$ cat config.mk
export PLATFORM = sky130hd
export DESIGN_NAME = scarv_mem_arbiter
export DESIGN_NICKNAME = d
export VERILOG_FILES = /design/src/rtl/scarv_mem_arbiter.sv
export SDC_FILE = /design/constraint.sdc
export NUM_CORES = 1
export LEC_CHECK = 0
export CORE_AREA = 2 2 127 129
export DETAILED_ROUTE_END_ITERATION = 16
export DIE_AREA = 0 0 129 131
export PLACE_DENSITY_LB_ADDON = 0.12
export SETUP_SLACK_MARGIN = 0.3
export SLEW_MARGIN = 20
export SYNTH_ARGS = -nofsm -noshare
export SYNTH_HDL_FRONTEND = slang
export SYNTH_SLANG_ARGS = --single-unit
export TNS_END_PERCENT = 5
$ cat constraint.sdc
create_clock -name clk_i -period 1.9 [get_ports clk_i]
set_clock_uncertainty 0.1 [all_clocks]
set_input_delay 0.285 -clock clk_i [delete_from_list [all_inputs] [get_ports clk_i]]
set_output_delay 0.285 -clock clk_i [all_outputs]
set_load 0.005 [all_outputs]
$ cat src/rtl/scarv_mem_arbiter.sv
// scarv_mem_arbiter: shares one single-ported 32-bit SRAM between an instruction and a data port.
// Conflict policy is data-first by default; define SCARV_MEM_ARB_RR_EN for round-robin.

module scarv_mem_arbiter #(
    parameter  int MemDepth     = 1 << 20,
    localparam int MemAddrWidth = $clog2(MemDepth)
) (
    input  logic                    clk_i,
    input  logic                    rst_ni,

    input  logic                    instr_req_i,
    input  logic [31:0]             instr_addr_i,
    input  logic [31:0]             instr_wdata_i,
    input  logic [3:0]              instr_strb_i,
    input  logic                    instr_we_i,
    output logic                    instr_gnt_o,
    output logic                    instr_rvalid_o,
    output logic [31:0]             instr_rdata_o,

    input  logic                    data_req_i,
    input  logic [31:0]             data_addr_i,
    input  logic [31:0]             data_wdata_i,
    input  logic [3:0]              data_strb_i,
    input  logic                    data_we_i,
    output logic                    data_gnt_o,
    output logic                    data_rvalid_o,
    output logic [31:0]             data_rdata_o,

    output logic                    mem_req_o,
    output logic                    mem_we_o,
    output logic [MemAddrWidth-1:0] mem_addr_o,
    output logic [31:0]             mem_wdata_o,
    output logic [31:0]             mem_wmask_o,
    input  logic [31:0]             mem_rdata_i
);

    localparam logic [1:0] OWN_NONE  = 2'd0;
    localparam logic [1:0] OWN_INSTR = 2'd1;
    localparam logic [1:0] OWN_DATA  = 2'd2;

    function automatic logic [31:0] expand_strb(input logic [3:0] strb);
        logic [31:0] mask;
        for (int i = 0; i < 4; i++) begin
            mask[8*i +: 8] = {8{strb[i]}};
        end
        return mask;
    endfunction

    logic gnt_instr;
    logic gnt_data;

    assign mem_req_o   = instr_req_i | data_req_i;
    assign instr_gnt_o = gnt_instr;
    assign data_gnt_o  = gnt_data;

`ifdef SCARV_MEM_ARB_RR_EN
    // Remembers which port won most recently; reset points at data so instr wins the first conflict.
    logic last_data_q;

    always_comb begin
        // NOTE: every combinational output gets a default first so no path can infer a latch.
        gnt_instr = 1'b0;
        gnt_data  = 1'b0;
        if (instr_req_i && data_req_i) begin
            gnt_instr = last_data_q;
            gnt_data  = ~last_data_q;
        end else begin
            gnt_instr = instr_req_i;
            gnt_data  = data_req_i;
        end
    end

    always_ff @(posedge clk_i or negedge rst_ni) begin
        if (!rst_ni) begin
            last_data_q <= 1'b1;
        end else if (gnt_instr) begin
            // NOTE: state is updated with non-blocking assignments so every flop samples pre-edge values.
            last_data_q <= 1'b0;
        end else if (gnt_data) begin
            last_data_q <= 1'b1;
        end
    end
`else
    // Fixed priority: data always wins, so the instruction port can starve under constant data traffic.
    always_comb begin
        gnt_data  = data_req_i;
        gnt_instr = instr_req_i & ~data_req_i;
    end
`endif

    // Address bits outside the word index are deliberately dropped, giving wrap-around.
    logic unused_addr_bits;
    assign unused_addr_bits = ^{instr_addr_i[31:MemAddrWidth+2], instr_addr_i[1:0],
                                data_addr_i[31:MemAddrWidth+2],  data_addr_i[1:0]};

    always_comb begin
        mem_we_o    = 1'b0;
        mem_wmask_o = '0;
        mem_addr_o  = data_addr_i[MemAddrWidth+1:2];
        mem_wdata_o = data_wdata_i;
        if (gnt_instr) begin
            mem_we_o    = instr_we_i;
            mem_wmask_o = expand_strb(instr_strb_i);
            mem_addr_o  = instr_addr_i[MemAddrWidth+1:2];
            mem_wdata_o = instr_wdata_i;
        end else if (gnt_data) begin
            mem_we_o    = data_we_i;
            mem_wmask_o = expand_strb(data_strb_i);
        end
    end

    // Response owner: which port sees rvalid next cycle, and whether that response is a write ack.
    logic [1:0]  owner_q;
    logic        owner_we_q;
    logic [31:0] instr_hold_q;
    logic [31:0] data_hold_q;
    logic        instr_rd_resp;
    logic        data_rd_resp;

    always_ff @(posedge clk_i or negedge rst_ni) begin
        if (!rst_ni) begin
            owner_q    <= OWN_NONE;
            owner_we_q <= 1'b0;
        end else begin
            owner_q    <= gnt_instr ? OWN_INSTR : (gnt_data ? OWN_DATA : OWN_NONE);
            owner_we_q <= mem_we_o;
        end
    end

    assign instr_rvalid_o = (owner_q == OWN_INSTR);
    assign data_rvalid_o  = (owner_q == OWN_DATA);
    assign instr_rd_resp  = instr_rvalid_o & ~owner_we_q;
    assign data_rd_resp   = data_rvalid_o  & ~owner_we_q;

    // Read data is bypassed in the response cycle and held afterwards.
    assign instr_rdata_o = instr_rd_resp ? mem_rdata_i : instr_hold_q;
    assign data_rdata_o  = data_rd_resp  ? mem_rdata_i : data_hold_q;

    always_ff @(posedge clk_i or negedge rst_ni) begin
        if (!rst_ni) begin
            // NOTE: hold registers are ordinary flops, not memory, so they take a defined reset value.
            instr_hold_q <= '0;
            data_hold_q  <= '0;
        end else begin
            if (instr_rd_resp) instr_hold_q <= mem_rdata_i;
            if (data_rd_resp)  data_hold_q  <= mem_rdata_i;
        end
    end

    // Stall counters: cycles spent requesting without a grant; observable hierarchically only.
    logic [15:0] instr_stall_cnt;
    logic [15:0] data_stall_cnt;

    always_ff @(posedge clk_i or negedge rst_ni) begin
        if (!rst_ni) begin
            instr_stall_cnt <= '0;
            data_stall_cnt  <= '0;
        end else begin
            if (instr_req_i && !gnt_instr && instr_stall_cnt != 16'hFFFF) begin
                instr_stall_cnt <= instr_stall_cnt + 16'd1;
            end
            if (data_req_i && !gnt_data && data_stall_cnt != 16'hFFFF) begin
                data_stall_cnt <= data_stall_cnt + 16'd1;
            end
        end
    end

endmodule

Word level (Yosys, flattened, before mapping)
Cells that the tools add are included. W data, S select, Z words.

Mux-type cells: 10. Equal/unequal tests: 2. Bitwise logic cells: 6.

Operators with widths (number): $mux W32 (5); $mux W20 (1); $mux W2 (2); $and A1 B1 Y1 (3); $eq A2 B1 Y1 const B (1); $eq A2 B2 Y1 const B (1); $mux W1 (2); $not A1 Y1 (2); $or A1 B1 Y1 (1).

Word-level logic and storage cells: 22. Output and inout bits: 154. Input port bits: 174. Register bits after elaboration: 67.

Logic depth before layout (Yosys ltp)
Gate-level depths: netlist of the first run.

Word-level depth: 3. Gate-level depth with buffers: 6. Mapped depth without buffers: 3.

Least setup slack after synthesis of the first run
No wires, ideal clock.

Kind: input -> output. Start: in data_req_i. End: out mem_wmask_o[25]. Stages: 6. Setup slack: 0.250 ns. Arrival: 1.265 ns. Required time: 1.515 ns. Path buffers: 3. Cell sequence: nand2b_1 -> buf_2 -> buf_2 -> inv_1 -> a22o_1 -> buf_4.

Longest elaborated chain between the ends: 3. Elaborated cells on any way between the ends: 4. Those cells by class: 2 x mux; 2 x bitwise.

Ends and longest elaborated chain: start, declared (RTL line 20) `input logic data_req_i,`; $not A1 Y1 (RTL line 87) `gnt_instr = instr_req_i & ~data_req_i;`; $and A1 B1 Y1 (RTL line 87); net instr_gnt_o (RTL line 16) `output logic instr_gnt_o,`; $mux W32 (RTL line 101) `if (gnt_instr) begin`; end, declared (RTL line 33) `output logic [31:0] mem_wmask_o,`.

The timed path passes the listed nets, and every way through them passes these cells.

Final worst setup path of the first run
Start: reg owner_we_q. End: out instr_rdata_o[24].

Longest elaborated chain between the ends: 3.

Ends and longest elaborated chain: start, declared (RTL line 114) `logic owner_we_q;`; start signal, assigned (RTL line 126) `owner_we_q <= mem_we_o;`; $not A1 Y1 (RTL line 132) `assign instr_rd_resp = instr_rvalid_o & ~owner_we_q;`; $and A1 B1 Y1 (RTL line 132); $mux W32 (RTL line 136) `assign instr_rdata_o = instr_rd_resp ? mem_rdata_i : instr_hold_q;`; end, declared (RTL line 18) `output logic [31:0] instr_rdata_o,`.

No other way between the ends.

==> results.md, run 1 <==
* Run status: finished with violations
* Violated checks: negative setup slack
* Mean instance size in the synthesized netlist at 14.0 um^2
* Most frequent cells in the layout: sky130_fd_sc_hd__clkdlybuf4s50_1, sky130_fd_sc_hd__mux2_4, sky130_fd_sc_hd__buf_6, sky130_fd_sc_hd__dfrtp_1, sky130_fd_sc_hd__clkbuf_2
* Register-to-register setup slack at 260 ps
* Estimated wirelength of the detail-placed design at 11400 um
* Total via count in the routed design at 3185
* Sequential share of power at 30.6%
* Register bit count reported by yosys at 67
* Vias in the first global route at 3389
* Height of the chip at 131 um
* Deepest clock path buffer count at 2
* Fraction of final layout cells with drive strength greater than 1 at 60.0%
* Total standard cell area after synthesis at 3430 um^2
* Kind of capture point of the worst setup path: output port
* Power Internal at 4460 uW
* Switching pwr at 1410 uW
* Slew @ Worst Pin at 377 ps
* Synthesized instance count at 244
* Areal power density over the cells at 769 nW/um^2
* Final critical-path share of the clock period at 118%
* Most common cell after layout, fill and taps aside: sky130_fd_sc_hd__clkdlybuf4s50_1
* Die width at 129 um
* Kind of start point of the critical path: flop
* Max Fanout on Critical Path at 7
* Hold Worst Slack at 151 ps
* Clock root buffer: sky130_fd_sc_hd__clkbuf_16
* Max frequency at 446 MHz
* Combinational group share of total power at 37.2%
* Iteration count of the initial detailed-routing pass at 4
* Worst EP required at 1510 ps
* Wirelength, routed at 15200 um
* Final count of pins violating max slew at 0
* Routability Congestion at 0.783
* DRT iter0 DRCs at 65
* Count of boundary I/O pins at 328
* Effective utilization at floorplan at 22.0%
* Routed vias/inst at 4.04
* Leakage power at 0.00366 uW
* Tightest Hold Check Type: in2reg
* TritonCTS clock tree: done
* Clock slew at the register clock pins of the worst setup and hold paths at 50 ps
* Syn nets at 418
* Final std cells w/o fill at 788
* Max-cap check violation count at 0
* Post-route setup slack at -343 ps
* Relative slew margins at 74.9%
* Final Hold Vio Count at 0
* Minimum clock period at 2240 ps
* Fraction of post-synthesis cell area in the top cell type by area at 48.9%
* Number of placed instances with taps included at 739
* Count of nets left with antenna violations after detail routing at 0
* Arrival time reported for the critical path endpoint at 1860 ps
* Remaining routing DRC violations at 0
* Peak ir drop on the vdd network at 346 uV
* WL per Instance at 19.3 um
* IO buf count at 303
* H-tree levels at 3
* Total gr overflow at 0
* Clock insertion delay at the later pin of the skew report at 320 ps
* Yosys warning total at 0
* Most area-consuming cells after synthesis: sky130_fd_sc_hd__dfrtp_1, sky130_fd_sc_hd__mux2_2, sky130_fd_sc_hd__buf_4
* Wire length of the first global-routing pass at 20400 um
* Cell type with the highest aggregate area in the netlist: sky130_fd_sc_hd__dfrtp_1
* Switching part of the total power at 24.0%
* Utilization of the core after routing at 48.9%
* Sinks on Clock Net at 67
* Relative area change from synthesis to final layout at 122%
* CORE AREA at 15600 um^2
* Clock share of power at 32.3%
* Unrepaired setup endpoints after global routing: yes
* Count of cell types in the netlist at 15
* Kind of critical path: reg2out
* Maximum number of pins on one net before global-route repair at 68
* Total clock buffers created by CTS at 9
* Aggregate global-route resource usage at 16.7%
* Placement row count at 46
* Setup violations, final at 64
* Post-layout nets at 741
* Die Outline Area at 16900 um^2
* Antenna diode instance count at 0
* Total power at 5860 uW
* Sequential cell area fraction in the yosys report at 48.9%
* Initial antenna violation count at 0
-- repair_timing --
action	CTS	global route
gates resized for setup	533	226
hold endpoints to repair	67	0
buffers inserted	20	5
setup endpoints to repair	154	190
cloned	5	2
hold buffers	1	0
pin swaps	6	7
-- final cells by class --
| class | count | area (um^2) |
|---|---|---|
| Clock buffer | 10 | 229 |
| Inverter | 1 | 6.26 |
| Multi-Input combinational cell | 133 | 1830 |
| Sequential cell | 67 | 1680 |
| Fill cell | 1435 | 7970 |
| Tap cell | 216 | 270 |
| Timing Repair Buffer | 355 | 3490 |
| Clock inverter | 6 | 114 |
-- routing by layer --
layer / vias up / track usage, % / wire, um
met4: 0 / 6.07 / 209
met5: - / 0 / 0
met1: 1545 / 15.9 / 5170
li1: 1479 / - / -
met3: 14 / 5.90 / 1280
met2: 147 / 32.9 / 8570
-- critical path: stages (launching register included) --
cell and delay [ps]:
sky130_fd_sc_hd__dfrtp_1 420, sky130_fd_sc_hd__nor3b_4 220, sky130_fd_sc_hd__buf_6 130, sky130_fd_sc_hd__buf_6 90
sky130_fd_sc_hd__buf_12 120, sky130_fd_sc_hd__buf_8 120, sky130_fd_sc_hd__mux2_4 310, sky130_fd_sc_hd__buf_6 120
-- kinds of logic (layout without fill, tap and decap cells) --
family,Yosys count,after routing,share of synthesized area (%)
compound gates,5,5,0.949
mux,116,116,38.1
simple gates,12,12,2.48
flops,67,67,48.9
buf+inv,44,372,9.53
-- synthesized netlist by cell type, drive strengths merged --
cell      n
a22o      2
buf      41
clkbuf    2
dfrtp    67
inv       1
mux2    116
nand2     6
nand2b    1
nor2b     2
nor3b     2
o21ai     3
or2       1
-- state kept, by name, summed over array words and instances (netlist names) --
signal        flops
owner_we_q        1
instr_hold_q     32
data_hold_q      32
owner_q           2
-- worst paths after layout --
path | startpoint | endpoint | depth (start not counted)
max in group asynchronous | rst_ni | data_hold_q[1] | 3
max reg2reg | owner_q[0] | data_hold_q[3] | 6
min reg2reg | instr_hold_q[7] | instr_hold_q[7] | 1
min in group asynchronous | rst_ni | instr_hold_q[10] | 3
max | owner_we_q | instr_rdata_o[24] | 7
min | data_req_i | owner_q[1] | 2
-- stage by stage --
| step | setup TNS, ps | cell area (um^2) | setup slack [ps] |
|---|---|---|---|
| after floorplan | 0 | 3430 | 268 |
| after global placement | -52490 | 6620 | -523 |
| after detailed placement | -52120 | 6620 | -521 |
| after CTS | -24010 | 7480 | -481 |
| after global routing | -21940 | 7620 | -423 |
| final | -17380 | 7620 | -343 |
-- power groups by stage --
stage          Sequential [uW]  Combinational (uW)  Clock (uW)
2_1_floorplan             1780                 652           0
3_3_place_gp              1790                1940           0
3_5_place_dp              1800                1950           0
4_1_cts                   1790                2080        1940
5_1_grt                   1820                2330        2010
6_report                  1790                2180        1890
(Power assumes the default switching activity.)
==> run 2: changes to the inputs <==
--- a/config.mk
+++ b/config.mk
@@ -8,6 +8,7 @@
 export CORE_AREA = 2 2 127 129
 export DETAILED_ROUTE_END_ITERATION = 16
 export DIE_AREA = 0 0 129 131
+export MAX_ROUTING_LAYER = met4
 export PLACE_DENSITY_LB_ADDON = 0.12
 export SETUP_SLACK_MARGIN = 0.3
 export SLEW_MARGIN = 20
==> run 2 against run 1 <==
Effect of this change:
- sequential share of layout area unchanged
- combinational power about the same
- critical endpoint unchanged
- global-route usage up 0.49 points
- highest routed layer unchanged
- the flow still finishes with violations (negative setup slack)
- wire length about the same
- count of clock-buffer cells in the layout unchanged
- first-iteration DRC count unchanged
==> results.md, run 2 (same netlist as run 1, synthesis figures left out) <==
* Routability Congestion at 0.794
* Wire length of the first global-routing pass at 20300 um
* Areal power density over the cells at 769 nW/um^2
* CP Launch Point: owner_we_q
* Wirelength, routed at 15200 um
* GR Util met2 at 32.8%
* Fraction of final layout cells with drive strength greater than 1 at 60.0%
* Antenna diode instance count at 0
* Top Registers: data_hold_q x32, instr_hold_q x32, owner_q x2
* Worst r2r path cells at 6
* Die width at 129 um
* TritonCTS clock tree: done
* Vias in the first global route at 3420
* Minimum clock period at 2240 ps
* Startpoint of the tightest hold check path: data_req_i
* Number of filler cells placed in the layout at 1435
* Iteration count of the initial detailed-routing pass at 4
* Count of cells along the worst hold path at 2
* Run status: finished with violations
* Tightest Hold Check Type: in2reg
* Maximum number of pins on one net before global-route repair at 68
* CORE AREA at 15600 um^2
* Most frequent cells in the layout: sky130_fd_sc_hd__clkdlybuf4s50_1, sky130_fd_sc_hd__mux2_4, sky130_fd_sc_hd__buf_6, sky130_fd_sc_hd__dfrtp_1, sky130_fd_sc_hd__clkbuf_2
* Setup WS pre-CTS at -521 ps
* Worst hold path endpoint: owner_q[1]
* Height of the chip at 131 um
* Most common cell after layout, fill and taps aside: sky130_fd_sc_hd__clkdlybuf4s50_1
* Kind of critical path: reg2out
* Violated checks: negative setup slack
* Leakage power at 0.00366 uW
* Max Fanout on Critical Path at 7
* Die Outline Area at 16900 um^2
* GR Util met1 at 16.1%
* Relative area change from synthesis to final layout at 122%
* Final Hold Vio Count at 0
* Final count of pins violating max slew at 0
* WL per Instance at 19.3 um
* Total via count in the routed design at 3201
* Clock insertion delay at the later pin of the skew report at 320 ps
* Setup violations, final at 64
* Count of boundary I/O pins at 328
* Max frequency at 445 MHz
* Setup TNS Final at -17400 ps
* End of the worst register-to-register path: data_hold_q[3]
* Total gr overflow at 0
* Kind of capture point of the worst setup path: output port
* Deepest clock path buffer count at 2
* Worst EP required at 1510 ps
* Count of nets left with antenna violations after detail routing at 0
* Unrepaired setup endpoints after global routing: yes
* Max-cap check violation count at 0
* Post-route setup slack at -345 ps
* DRT iter0 DRCs at 65
* H-tree levels at 3
* Routed vias/inst at 4.06
* Clock root buffer: sky130_fd_sc_hd__clkbuf_16
* Final critical-path share of the clock period at 118%
* Sinks on Clock Net at 67
* Global-route layer with the greatest usage: met2
* Peak ir drop on the vdd network at 346 uV
* Kind of start point of the critical path: flop
* Remaining routing DRC violations at 0
* Register-to-register setup slack at 260 ps
* Post-layout nets at 741
* Effective utilization at floorplan at 22.0%
* Arrival time reported for the critical path endpoint at 1860 ps
* Met3 usage at 5.70%
* Relative slew margins at 75.9%
* Placement row count at 46
* Source of the worst register-to-register timing path: owner_q[0]
* Slew @ Worst Pin at 361 ps
* Initial antenna violation count at 0
* Clock slew at the register clock pins of the worst setup and hold paths at 50 ps
* Aggregate global-route resource usage at 17.2%
* Total clock buffers created by CTS at 9
* IO buf count at 303
* Estimated wirelength of the detail-placed design at 11400 um
==> run 2: cell counts in the layout (fill, tap and decap cells not counted) <==
Identical to the previous run, type by type.
==> run 2: timing repair <==
item                                    4_1_cts  5_1_grt
hold buffers                                  1        0
buffers inserted                             20        5
endpoints found under the setup margin      154      190
gates cloned                                  5        2
endpoints found under the hold margin        67        0
pin swaps                                     6        7
resized for setup                           533      226
==> run 2: worst max path at each step <==
stage          depth (start not counted)                end  slack (ps)
2_1_floorplan                          3   instr_rdata_o[1]         270
3_3_place_gp                           5    mem_wdata_o[24]        -520
3_5_place_dp                           5    mem_wdata_o[24]        -520
4_1_cts                                6   data_rdata_o[11]        -480
5_1_grt                                7  instr_rdata_o[28]        -420
6_report                               7  instr_rdata_o[24]        -340
==> run 2: critical path, cell delays in order, from the launching register on <==
cell	delay (ps)
sky130_fd_sc_hd__dfrtp_1	420
sky130_fd_sc_hd__nor3b_4	220
sky130_fd_sc_hd__buf_6	130
sky130_fd_sc_hd__buf_6	90
sky130_fd_sc_hd__buf_12	120
sky130_fd_sc_hd__buf_8	120
sky130_fd_sc_hd__mux2_4	310
sky130_fd_sc_hd__buf_6	120
==> run 2: layout make-up <==
cell class | instances | area (um^2) | share of cell area [%]
inverters | 1 | 6.26 | 0.0820
repair buffers | 355 | 3490 | 45.8
clock inverters | 6 | 114 | 1.49
clock buffers | 10 | 229 | 3.00
well taps | 216 | 270 | 3.54
multi-input cells | 133 | 1830 | 24.1
flip-flops and latches | 67 | 1680 | 22.0
==> run 2: power by group <==
group	internal, uW	switching (uW)	leakage [uW]	total, uW
Clock	1280	609	0.000159	1890
Combinational	1460	719	0.00270	2180
Sequential	1710	79.5	0.000794	1790
==> run 2: stage by stage <==
stage                     std cells  hold slack [ps]  power, uW  util, %  cell area [um^2]
final                           788              151       5870     48.9              7620
after global placement          739              233       3740     42.5              6620
after CTS                       781              141       5810     47.9              7480
after detailed placement        739              235       3760     42.5              6620
after global routing            788              162       6160     48.9              7620
after floorplan                 244             -111       2430        -              3430
==> run 2: layer usage <==
layer,share of wire [%],vias up
met2,56,149
met4,1.4,0
met3,8.1,13
li1,-,1481
met5,0,-
met1,34,1558
